--- config.mk ---
export PLATFORM = sky130hd
export DESIGN_NAME = decode_issue_buffer
export DESIGN_NICKNAME = d
export VERILOG_FILES = /design/src/rtl/decode_issue_buffer.sv
export SDC_FILE = /design/constraint.sdc
export NUM_CORES = 1
export LEC_CHECK = 0
export CORE_AREA = 3 3 171 173
export CTS_BUF_LIST = sky130_fd_sc_hd__clkbuf_4 sky130_fd_sc_hd__clkbuf_8
export DETAILED_ROUTE_END_ITERATION = 7
export DIE_AREA = 0 0 174 176
export GPL_TIMING_DRIVEN = 0
export PLACE_DENSITY = 0.71
export SYNTH_ARGS = -nofsm -noshare
export SYNTH_HDL_FRONTEND = slang
export SYNTH_SLANG_ARGS = --single-unit
--- constraint.sdc ---
create_clock -name clk -period 8.2 [get_ports clk]
set_input_delay 1.64 -clock clk [delete_from_list [all_inputs] [get_ports clk]]
set_output_delay 1.64 -clock clk [all_outputs]
set_load 0.01 [all_outputs]
--- src/rtl/decode_issue_buffer.sv ---
// Decode issue buffer: holds one fetch group of up to LANES instructions and presents pre-decoded
// register fields. Unissued lanes compact to lane 0. Optional macro DECODE_PERF_CNT_EN adds perf counters.
module decode_issue_buffer #(
  parameter int LANES  = 2,
  parameter int PC_W   = 64,
  parameter int INST_W = 32,
  localparam int CNT_W = $clog2(LANES + 1)
) (
  input  logic                    clk,
  input  logic                    rst,
  input  logic                    flush_i,
  input  logic [LANES-1:0]        in_valid_i,
  input  logic [LANES*PC_W-1:0]   in_pc_i,
  input  logic [LANES*INST_W-1:0] in_inst_i,
  output logic                    in_ready_o,
  input  logic [CNT_W-1:0]        issue_cnt_i,
  output logic [LANES-1:0]        dec_valid_o,
  output logic [LANES*PC_W-1:0]   dec_pc_o,
  output logic [LANES*INST_W-1:0] dec_inst_o,
  output logic [LANES*5-1:0]      dec_rs1_o,
  output logic [LANES*5-1:0]      dec_rs2_o,
  output logic [LANES*5-1:0]      dec_rs3_o,
  output logic [LANES*5-1:0]      dec_rd_o,
  output logic [LANES-1:0]        dec_endsim_o,
  output logic [CNT_W-1:0]        occ_o
`ifdef DECODE_PERF_CNT_EN
  ,
  output logic [31:0]             perf_stall_cyc_o,
  output logic [31:0]             perf_issued_o
`endif
);

  localparam logic [INST_W-1:0] ENDSIM_INST = INST_W'(32'h0000_006B);

  logic [PC_W-1:0]   pc_q   [LANES];
  logic [INST_W-1:0] inst_q [LANES];
  logic [PC_W-1:0]   pc_d   [LANES];
  logic [INST_W-1:0] inst_d [LANES];
  logic [CNT_W-1:0]  occ_q;
  logic [CNT_W-1:0]  occ_d;
  logic [CNT_W-1:0]  eff;
  logic [CNT_W-1:0]  in_cnt;

  // Downstream may offer more slots than we hold; the excess is simply unused.
  assign eff        = (issue_cnt_i > occ_q) ? occ_q : issue_cnt_i;
  assign in_ready_o = (occ_q == '0) || (eff == occ_q);
  assign occ_o      = occ_q;

  always_comb begin
    in_cnt = '0;
    for (int k = 0; k < LANES; k++) in_cnt = in_cnt + CNT_W'(in_valid_i[k]);
  end

  // NOTE: every variable is given a default at the top of the block so no path leaves it unassigned (no latch).
  always_comb begin
    occ_d = occ_q;
    for (int k = 0; k < LANES; k++) begin
      pc_d[k]   = pc_q[k];
      inst_d[k] = inst_q[k];
    end
    if (flush_i) begin
      occ_d = '0;
      for (int k = 0; k < LANES; k++) begin
        pc_d[k]   = '0;
        inst_d[k] = '0;
      end
    end else if (in_ready_o) begin
      // Held group fully drains this cycle; an empty input leaves the buffer empty.
      occ_d = in_cnt;
      if (|in_valid_i) begin
        for (int k = 0; k < LANES; k++) begin
          pc_d[k]   = in_pc_i[k*PC_W +: PC_W];
          inst_d[k] = in_inst_i[k*INST_W +: INST_W];
        end
      end
    end else begin
      occ_d = occ_q - eff;
      // Compact survivors towards lane 0; lanes with no source are zero-filled.
      for (int k = 0; k < LANES; k++) begin
        pc_d[k]   = '0;
        inst_d[k] = '0;
        for (int s = k; s < LANES; s++) begin
          if (s == k + int'(eff)) begin
            pc_d[k]   = pc_q[s];
            inst_d[k] = inst_q[s];
          end
        end
      end
    end
  end

  // NOTE: the lane array is reset together with occ so the field outputs read 0, not X, out of reset.
  // NOTE: state is updated with non-blocking assignments so every register samples pre-edge values.
  always_ff @(posedge clk or posedge rst) begin
    if (rst) begin
      occ_q <= '0;
      for (int k = 0; k < LANES; k++) begin
        pc_q[k]   <= '0;
        inst_q[k] <= '0;
      end
    end else begin
      occ_q <= occ_d;
      for (int k = 0; k < LANES; k++) begin
        pc_q[k]   <= pc_d[k];
        inst_q[k] <= inst_d[k];
      end
    end
  end

  always_comb begin
    dec_valid_o  = '0;
    dec_pc_o     = '0;
    dec_inst_o   = '0;
    dec_rs1_o    = '0;
    dec_rs2_o    = '0;
    dec_rs3_o    = '0;
    dec_rd_o     = '0;
    dec_endsim_o = '0;
    for (int k = 0; k < LANES; k++) begin
      dec_valid_o[k]               = (k < int'(occ_q)) && !flush_i;
      dec_pc_o[k*PC_W +: PC_W]     = pc_q[k];
      dec_inst_o[k*INST_W +: INST_W] = inst_q[k];
      dec_rs1_o[k*5 +: 5]          = inst_q[k][19:15];
      dec_rs2_o[k*5 +: 5]          = inst_q[k][24:20];
      dec_rs3_o[k*5 +: 5]          = inst_q[k][31:27];
      dec_rd_o[k*5 +: 5]           = inst_q[k][11:7];
      dec_endsim_o[k]              = (inst_q[k] == ENDSIM_INST);
    end
  end

`ifdef DECODE_PERF_CNT_EN
  logic [31:0] stall_q;
  logic [31:0] issued_q;

  // Counters are statistics only: flush suppresses counting but never clears them.
  always_ff @(posedge clk or posedge rst) begin
    if (rst) begin
      stall_q  <= '0;
      issued_q <= '0;
    end else if (!flush_i) begin
      if ((occ_q != '0) && (eff == '0)) stall_q <= stall_q + 32'd1;
      issued_q <= issued_q + 32'(eff);
    end
  end

  assign perf_stall_cyc_o = stall_q;
  assign perf_issued_o    = issued_q;
`endif

  valid_prefix_a: assert property (@(posedge clk) disable iff (rst)
    ((in_valid_i & (in_valid_i + LANES'(1))) == '0));

endmodule

## Yosys cells after proc, flatten, opt, wreduce, memory -nomap -nowiden

Index checks and enable logic that the tools add are counted.
W data, S select, Z words.

- Output and inout bits: 239
- Bits of input ports: 199
- Register bits after elaboration: 194
- Logic and storage cells: 43

- Muxes and demuxes: 15
- Add/sub/neg operators: 3
- Reductions and logical operators: 9
- Eq/ne operators: 8
- $lt $le $gt $ge: 3

Operator list:

| kind | number |
|---|---|
| $mux W128 | 3 |
| $mux W64 | 6 |
| $mux W32 | 3 |
| $eq A32 B7 Y1 const B | 2 |
| $logic_not A32 Y1 | 1 |
| $mux W2 | 3 |
| $lt A1 B2 Y1 const A | 2 |
| $ne A4 B3 Y1 const B | 1 |
| $reduce_and A2 Y1 | 2 |
| $add A1 B2 Y3 const A | 1 |
| $eq A1 B3 Y1 const A | 1 |
| $ne A3 B2 Y1 const B | 1 |
| $ne A3 B3 Y1 const B | 1 |
| $add A1 B1 Y2 | 1 |
| $eq A2 B2 Y1 | 1 |
| $eq A2 B2 Y1 const A | 1 |
| $gt A2 B2 Y1 | 1 |
| $logic_and A1 B1 Y1 | 2 |
| $logic_not A2 Y1 | 1 |
| $reduce_or A2 Y1 | 1 |
| $sub A2 B2 Y2 | 1 |
| $logic_not A1 Y1 | 1 |
| $logic_or A1 B1 Y1 | 1 |

## Depth between registers and ports, before layout

Gate-level depths: netlist (run 1).

- Depth after elaboration: 7
- Gate-level depth with buffers: 17
- Gate-level depth less buffers: 10

## Worst setup path before layout (run 1)

OpenSTA, ideal clock, no wires.

- Path kind: input -> output
- From: input port issue_cnt_i[1]
- To: output port in_ready_o
- Path slack: 2.622 ns
- Arrival time: 3.938 ns
- Stages: 13
- Buffers on the path: 4
- Required time: 6.560 ns
- Path through: inv_1 ha_1 and2b_1 o31a_1 buf_2 buf_2 buf_1 and2_1 ha_1 nor2b_1 buf_4 nor2_1 inv_1

- Longest elaborated chain between the ends: 4

Ends and longest elaborated chain:

| element | RTL line | source |
|---|---|---|
| start, declared | 16 | `input logic [CNT_W-1:0] issue_cnt_i,` |
| $gt A2 B2 Y1 | 45 | `assign eff = (issue_cnt_i > occ_q) ? occ_q : issue_cnt_i;` |
| $mux W2 * | 45 |  |
| $eq A2 B2 Y1 * | 46 | `assign in_ready_o = (occ_q == '0) \|\| (eff == occ_q);` |
| $logic_or A1 B1 Y1 * | 46 |  |
| end, declared | 15 | `output logic in_ready_o,` |

Every way passes the cells marked *; elsewhere a longest branch is shown, timed or not.

## Final worst setup path (run 1)

Same ends and word-level chain as after synthesis.

==> impl_metrics.tcl, run 1 <==
set metrics [dict create \
    outcome "finished, final reports clean" \
    grt_pass1_wl_mm 64.2 \
    critPathMaxFanout 10 \
    stdcell_count 1753 \
    gr-total-overflow 0 \
    clkPwrFrac_pct 14.0 \
    syn_area_per_cell_sq_um 11.3 \
    dieArea_sq_um 30600 \
    synth_area_leaders "dfrtp_1, a32o_1, a41oi_1, o21a_1, o32ai_2" \
    first_pass_iters 5 \
    initial_utilization_pct 36.8 \
    worstHoldPathCells 2 \
    crit_type "in2out" \
    ys_seq_area_share_pct 47.5 \
    io_pins 438 \
    post-route-period-util_pct 91.0 \
    switching_power_mw 1.90 \
    reg2reg_depth 14 \
    ys_seq_elements 194 \
    cts_buffers 17 \
    holdPathEnd "dec_pc_o[3]" \
    grt_antenna_before_repair 2 \
    numPortBuffers 437 \
    slew_violations 0 \
    rows 61 \
    dp_hpwl_mm 32.1 \
    clock_latency_ns 0.49 \
    ys_types 37 \
    layout.area.seq_sq_um 4850 \
    fin_tns_setup_ns 0 \
    drcViolationCount 0 \
    arrival_ns 5.82 \
    die_y_um 176 \
    synth_warnings 0 \
    viasPerCell 5.90 \
    multi_input_area_sq_um 4460 \
    post_cts_buffers 0 \
    power_density_nw_per_um2 283 \
    p_comb_share_pct 53.9 \
    yosysTopAreaCell "dfrtp_1" \
    place_area_sq_um 15100 \
    start_kind "input pin" \
    wl_mm 43.1 \
    die_w_um 174 \
    fin_ws_ns 0.737 \
    dpl.cell_count 1721 \
    cts_num_sinks 194 \
    yosysTopAreaCellShare_pct 47.5 \
    final_common_cell "clkdlybuf4s50_1" \
    final.min_clock_period_ns 7.46 \
    synth_cells 905 \
    syn_nets 1111 \
    cts_tree "yes" \
    leakage_nw 5.81 \
    final_util_pct 55.7 \
    power.total_mw 4.37 \
    holdBufCountCts 0 \
    power.internal_mw 2.47 \
    rsz0062_at_grt "no" \
    fin_area_sq_um 15500 \
    via_count 10300 \
    worst_setup_path_end_kind "primary output" \
    path_clk_slew_ns 0.10 \
    switching_share_pct 43.5 \
    setup_viol 0 \
    seqPwrFrac_pct 32.2 \
    fin_skew_ns 0.0243 \
    syn_area_sq_um 10200 \
    worstHoldStart "dec_pc_o[3]" \
    r2r_start "occ_o[1]" \
    antenna_left 0 \
    core_area_sq_um 27800 \
    hold_ws_ns 0.559 \
    nFillCells 2513 \
    final_cell_mix "clkdlybuf4s50_1, dfrtp_1, nand2_1" \
    cts-root-buf "clkbuf_8" \
    ir_drop_mv 0.127 \
    timing.fmax_mhz 134 \
    max-cap-violations 0 \
    place_ws_ns 0.739 \
    nets 1568 \
    clock_path_buffers 2 \
    area_delta_synth_final_pct 51.3 \
    grt_max_degree 100 \
    hold_viol 0 \
    cts_max_level 4 \
    place.gp.congestion 0.892 \
    relSlewSlack_pct 35.7 \
    r2r_end "dec_pc_o[74]" \
    track_usage_pct 27.1 \
    ctsResizeCount 0 \
    worstPathRequired_ns 6.56 \
    drt_iter0_markers 784 \
    worst_pin_slew_ns 0.965 \
    hold_class "reg2reg" \
    reg2reg_slack_ns 3.19 \
    layout-drive-gt1-share_pct 11.1 \
    post_drt_wl_per_cell_um 24.6 \
    grt_pass1_vias 10400 \
]
[cells by family (layout without fill, tap and decap cells)]
logic type,after synthesis,after routing,share of synthesized area (%)
flip-flops,194,194,47.5
AO/OA/AOI/OAI,394,394,36.7
adder cells (fa/ha/maj),7,7,0.857
XOR/XNOR,1,1,0.0857
other,0,2,0
buffers and inverters,174,642,8.86
AND/OR/NAND/NOR,135,135,6.01
[cells in the mapped netlist (all sizes together)]
cell	n
nor2	9
o221ai	1
buf	85
o21ai	3
and2	1
nand4	4
or3	1
xnor2	1
or4	1
o21a	96
and4b	2
o31a	1
nand3b	1
a211oi	1
nor3	2
a41oi	96
a32o	96
o211ai	1
a21oi	2
o221a	1
clkbuf	80
ha	7
nor2b	1
inv	9
nand2	98
nor4bb	2
and2b	1
nor4	12
o32ai	96
dfrtp	194
[power by group through the flow]
stage	clock network [mW]	logic (mW)	registers [mW]
2_1_floorplan	0	1.19	1.44
3_3_place_gp	0	2.32	1.42
3_5_place_dp	0	2.36	1.42
4_1_cts	0.618	2.36	1.40
5_1_grt	0.656	2.52	1.43
6_report	0.610	2.36	1.41
[per-layer routing]
layer	vias up	global-route usage, %	wire length [um]
met3	58	7.48	3370
met4	0	8.45	1150
met2	496	46.0	21300
met5	-	0	0
li1	4548	-	-
met1	5232	33.7	17200
[critical path: stages]
cell             delay (ns)
clkdlybuf4s50_1        0.53
inv_1                  0.06
ha_1                   0.32
and2b_1                0.20
o211ai_2               0.52
buf_2                  0.37
clkbuf_1               0.41
and2_1                 0.30
ha_1                   0.27
nor2b_1                0.14
buf_4                  0.20
nor2_1                 0.25
inv_1                  0.07
clkdlybuf4s50_1        0.53
[how the worst max path moves through the flow]
stage / from / endpoint / slack (ns)
after floorplan: rst / dec_inst_o[0] / 1.28
after global placement: rst / dec_pc_o[77] / -1.41
after detailed placement: issue_cnt_i[1] / in_ready_o / 0.74
after CTS: issue_cnt_i[1] / in_ready_o / 0.72
after global routing: issue_cnt_i[1] / in_ready_o / 0.54
final: issue_cnt_i[1] / in_ready_o / 0.74
[final cells by class]
type | instances | area share, %
Clock buffer | 17 | 1.51
Inverter | 9 | 0.267
Antenna cell | 2 | 0.0323
Tap cell | 378 | 3.06
Multi-Input combinational cell | 537 | 28.8
Buffer | 165 | 5.64
Timing Repair Buffer | 438 | 28.5
Clock inverter | 13 | 0.825
Sequential cell | 194 | 31.4
[sequential cells by signal, indices dropped and copies added, names as in the netlist]
name	flops
occ_o	2
dec_inst_o	64
dec_pc_o	128
Power figures use the tool's default switching activity.
==> run 2, diff against run 1 <==
--- a/config.mk
+++ b/config.mk
@@ -11,6 +11,7 @@
 export DIE_AREA = 0 0 174 176
 export GPL_TIMING_DRIVEN = 0
 export PLACE_DENSITY = 0.71
+export REMOVE_ABC_BUFFERS = 1
 export SYNTH_ARGS = -nofsm -noshare
 export SYNTH_HDL_FRONTEND = slang
 export SYNTH_SLANG_ARGS = --single-unit
==> impl_metrics.tcl, run 2 (synthesis gave the netlist of run 1 again) <==
set metrics [dict create \
    outcome "finished, final reports clean" \
    worstPathRequired_ns 6.56 \
    grt_max_degree 103 \
    reg2reg_depth 10 \
    post_cts_buffers 0 \
    cp_slowest_cell "o31a_2" \
    startpoint "issue_cnt_i[1]" \
    use_met2_pct 41.4 \
    nFillCells 2419 \
    worstHoldPathCells 2 \
    crit_buf_inv 5 \
    ir_drop_mv 0.132 \
    initial_utilization_pct 36.8 \
    r2r_start "occ_o[1]" \
    final_cell_mix "clkdlybuf4s50_1, dfrtp_1, nand2_1" \
    max-cap-violations 0 \
    largest_register_ffs 128 \
    cts_tree "yes" \
    crit_type "in2out" \
    gr-total-overflow 0 \
    max_stage_delay_ns 0.54 \
    start_kind "input pin" \
    final.min_clock_period_ns 7.02 \
    leakage_nw 5.67 \
    setup_viol 0 \
    power_density_nw_per_um2 290 \
    io_pins 438 \
    grt_antenna_before_repair 0 \
    place_area_sq_um 15000 \
    wl_mm 39.2 \
    cts_buffers 17 \
    grt_use_met1_pct 32.1 \
    cts_num_sinks 194 \
    clock_path_buffers 2 \
    timing.fmax_mhz 142 \
    path_clk_slew_ns 0.10 \
    cts_max_level 4 \
    final_common_cell "clkdlybuf4s50_1" \
    multi_input_area_sq_um 4530 \
    post_drt_wl_per_cell_um 24.3 \
    arrival_ns 5.38 \
    reg2reg_slack_ns 3.90 \
    ctsResizeCount 0 \
    critPathTopFamily "buffers and inverters" \
    clock_latency_ns 0.47 \
    cts-root-buf "clkbuf_8" \
    relSlewSlack_pct 40.2 \
    stdcell_count 1615 \
    grt_busiest_layer "met2" \
    viasPerCell 6.09 \
    drt_iter0_markers 868 \
    die_y_um 176 \
    drcViolationCount 0 \
    antennaDiodeCount 0 \
    grt_pass1_wl_mm 61.1 \
    dpl.cell_count 1584 \
    area_delta_synth_final_pct 50.0 \
    hold_class "reg2reg" \
    worst_pin_slew_ns 0.894 \
    first_pass_iters 7 \
    numPortBuffers 437 \
    dp_hpwl_mm 26.9 \
    dieArea_sq_um 30600 \
    critPathCapture "in_ready_o" \
    critPathMaxFanout 22 \
    fin_tns_setup_ns 0 \
    post-route-period-util_pct 85.6 \
    fin_skew_ns 0.0225 \
    die_w_um 174 \
    cp_cell_sequence "clkdlybuf4s50_1 > inv_1 > ha_1 > and2b_1 > o31a_2 > and2_1 > ha_1 > nor2b_4 > buf_16 > nor2_1 > inv_1 > clkdlybuf4s50_1" \
    hold_viol 0 \
    layout-drive-gt1-share_pct 9.22 \
    track_usage_pct 24.9 \
    core_area_sq_um 27800 \
    r2r_end "dec_pc_o[57]" \
    grt_util_met3_pct 5.94 \
    fin_area_sq_um 15300 \
    worst_setup_path_end_kind "primary output" \
    slew_violations 0 \
    layout.area.seq_sq_um 4850 \
    rsz0062_at_grt "no" \
    holdBufCountCts 0 \
    place.gp.congestion 0.802 \
    worst-path-stages 12 \
    antenna_left 0 \
    nets 1431 \
    via_count 9829 \
    grt_pass1_vias 9908 \
    rows 61 \
]
run 2: cell count changes in the layout (fill, tap and decap cells not counted), moves of 3 or more:
cell      previous run  this run
buf_1               12         0
buf_12               0        13
buf_16               1        14
buf_2               16         0
buf_4               52         0
buf_6                5         0
clkbuf_1            80         0
inv_8                3         6
run 2: metrics by stage:
stage               utilization (%)  hold slack [ns]  worst slack (ns)  power (mW)
finish                         55.2            0.555              1.18        4.45
floorplan                         -            0.579             -3.47        2.45
global placement               51.1            0.528            -11.05        3.56
global route                   55.2            0.574              1.03        4.68
CTS                            55.2            0.557              1.20        4.47
detailed placement             53.8            0.536              1.22        3.82
run 2: how the worst min path moves through the flow:
stage               slack, ns    startpoint            to
floorplan                0.58  dec_pc_o[10]  dec_pc_o[10]
global placement         0.53  dec_pc_o[22]  dec_pc_o[22]
detailed placement       0.54  dec_pc_o[67]  dec_pc_o[67]
CTS                      0.56  dec_pc_o[26]  dec_pc_o[26]
global route             0.57  dec_pc_o[12]  dec_pc_o[12]
finish                   0.56  dec_pc_o[21]  dec_pc_o[21]
run 2: routing by layer:
layer | part of all wire [%] | wire, um
met1 | 40 | 15500
met2 | 50 | 19500
met3 | 8.1 | 3170
met4 | 2.7 | 1070
met5 | 0 | 0
run 2: report_power, final:
group          switching, mW  internal [mW]
sequential             0.210           1.17
combinational           1.28           1.16
clock                  0.396          0.238
total                   1.89           2.57
run 2: area by class of cell:
class	count	area share (%)
clock buffers	19	1.71
clock inverters	12	0.751
inverters	9	0.318
multi-input cells	537	29.5
flip-flops and latches	194	31.7
well taps	378	3.08
repair buffers	466	32.9
run 2: worst register-to-register path: stages (launching register included):
cell	delay [ns]
dfrtp_1	0.48
ha_1	0.34
and2b_1	0.22
o31a_2	0.54
and2_1	0.27
ha_1	0.29
nor2b_4	0.53
or4_1	0.29
o221a_4	0.64
buf_16	0.35
o32ai_1	0.21
==> run 3, diff against run 2 <==
--- a/config.mk
+++ b/config.mk
@@ -12,6 +12,7 @@
 export GPL_TIMING_DRIVEN = 0
 export PLACE_DENSITY = 0.71
 export REMOVE_ABC_BUFFERS = 1
+export SETUP_SLACK_MARGIN = 0.15
 export SYNTH_ARGS = -nofsm -noshare
 export SYNTH_HDL_FRONTEND = slang
 export SYNTH_SLANG_ARGS = --single-unit
==> constraint.sdc (replaced) <==
create_clock -name clk -period 6.6 [get_ports clk]
set_input_delay 1.32 -clock clk [delete_from_list [all_inputs] [get_ports clk]]
set_output_delay 1.32 -clock clk [all_outputs]
set_load 0.01 [all_outputs]
==> impl_metrics.tcl, run 3 (synthesis gave the netlist of run 1 again) <==
set metrics [dict create \
    final_util_pct 55.2 \
    worst_pin_slew_ns 0.894 \
    timing.fmax_mhz 165 \
    fin_skew_ns 0.0233 \
    cts_buffers 17 \
    reg2reg_slack_ns 2.42 \
    die_w_um 174 \
    place_ws_ns 0.258 \
    critPathMaxFanout 22 \
    post_drt_wl_per_cell_um 24.3 \
    via_count 9821 \
    worstPathRequired_ns 5.28 \
    cts_max_level 4 \
    crit_type "in2out" \
    fin_ws_ns 0.533 \
    nFillCells 2419 \
    clock_latency_ns 0.48 \
    rsz0062_at_grt "no" \
    outcome "finished, final reports clean" \
    core_area_sq_um 27800 \
    antenna_left 0 \
    final_cell_mix "clkdlybuf4s50_1, dfrtp_1, nand2_1" \
    clock_path_buffers 2 \
    layout.area.seq_sq_um 4850 \
    setup_viol 0 \
    grt_antenna_before_repair 0 \
    drcViolationCount 0 \
    grt_max_degree 103 \
    leakage_nw 5.67 \
    hold_class "reg2reg" \
    start_kind "input pin" \
    final.min_clock_period_ns 6.07 \
    grt_pass1_wl_mm 61.1 \
    grt_pass1_vias 9908 \
    multi_input_area_sq_um 4530 \
    hold_viol 0 \
    cp_slowest_cell "o31a_2" \
    die_y_um 176 \
    largest_register_ffs 128 \
    max-cap-violations 0 \
    io_pins 438 \
    place.gp.congestion 0.802 \
    antennaDiodeCount 0 \
    max_stage_delay_ns 0.54 \
    numPortBuffers 437 \
    arrival_ns 4.75 \
    area_delta_synth_final_pct 50.0 \
    worst_setup_path_end_kind "primary output" \
    layout-drive-gt1-share_pct 9.29 \
    dieArea_sq_um 30600 \
    post-route-period-util_pct 91.9 \
    track_usage_pct 24.9 \
    power_density_nw_per_um2 361 \
    cts_num_sinks 194 \
    slew_violations 0 \
    holdBufCountCts 0 \
    drt_iter0_markers 873 \
    gr-total-overflow 0 \
    cts-root-buf "clkbuf_8" \
    rows 61 \
    path_clk_slew_ns 0.11 \
    final_common_cell "clkdlybuf4s50_1" \
    cts_tree "yes" \
    ir_drop_mv 0.164 \
    viasPerCell 6.08 \
    wl_mm 39.3 \
    first_pass_iters 5 \
    relSlewSlack_pct 40.2 \
    initial_utilization_pct 36.8 \
    dp_hpwl_mm 26.9 \
    nets 1432 \
    cp_cell_sequence "clkdlybuf4s50_1 > inv_1 > ha_1 > and2b_1 > o31a_2 > and2_1 > ha_1 > nor2b_4 > buf_16 > nor2_1 > inv_1 > clkdlybuf4s50_1" \
]
run 3: cell types whose count changed in the layout (fill, tap and decap cells not counted), sizes merged:
cell,delta
buf,+1
run 3: where the power goes:
| part | internal (mW) | switching (mW) | leakage, nW |
|---|---|---|---|
| sequential | 1.46 | 0.262 | 2.58 |
| clock | 0.296 | 0.493 | 0.195 |
| combinational | 1.44 | 1.59 | 2.90 |
run 3: cell type report:
cell class / instances / share of cell area [%]
Clock buffer: 19 / 1.70
Clock inverter: 12 / 0.750
Inverter: 9 / 0.318
Multi-Input combinational cell: 537 / 29.5
Sequential cell: 194 / 31.7
Tap cell: 378 / 3.08
Timing Repair Buffer: 467 / 33.0
run 3: final timing paths:
path                                       end  depth (start not counted)           start
worst max-delay path                in_ready_o                         12  issue_cnt_i[1]
worst min-delay path              dec_pc_o[21]                          2    dec_pc_o[21]
worst min register to register    dec_pc_o[21]                          2    dec_pc_o[21]
min in group asynchronous         dec_pc_o[88]                          2             rst
max in group asynchronous       dec_inst_o[24]                          3             rst
worst max register to register    dec_pc_o[76]                         11        occ_o[1]
run 3: what timing repair did:
item                                    CTS  global route
gates resized for setup                   0             0
endpoints found under the setup margin    0             1
setup buffers                             0             1
run 3: stage by stage:
step           power, mW  cell area [sq um]  setup TNS [ns]  std cells  hold slack, ns
2_1_floorplan       3.04               9350         -885.54        740           0.579
3_3_place_gp        4.28              14200        -2909.57       1555           0.528
3_5_place_dp        4.75              15000               0       1584           0.536
4_1_cts             5.55              15300               0       1615           0.557
5_1_grt             5.83              15300               0       1616           0.574
6_report            5.54              15300               0       1616           0.556
run 3: worst max-delay path, delay by kind of cell:
family | cells | cell delay, ns
AOI/OAI and AO/OA | 1 | 0.54
adders and majority gates | 2 | 0.62
buffers and inverters | 5 | 1.42
and+or+nand+nor | 4 | 0.85
run 3: per-layer routing:
| metal | GRT usage [%] | vias up | routed length (um) |
|---|---|---|---|
| li1 | - | 4284 | - |
| met5 | 0 | - | 0 |
| met4 | 8.04 | 0 | 1070 |
| met2 | 41.4 | 477 | 19600 |
| met1 | 32.1 | 5001 | 15700 |
| met3 | 5.94 | 59 | 2930 |
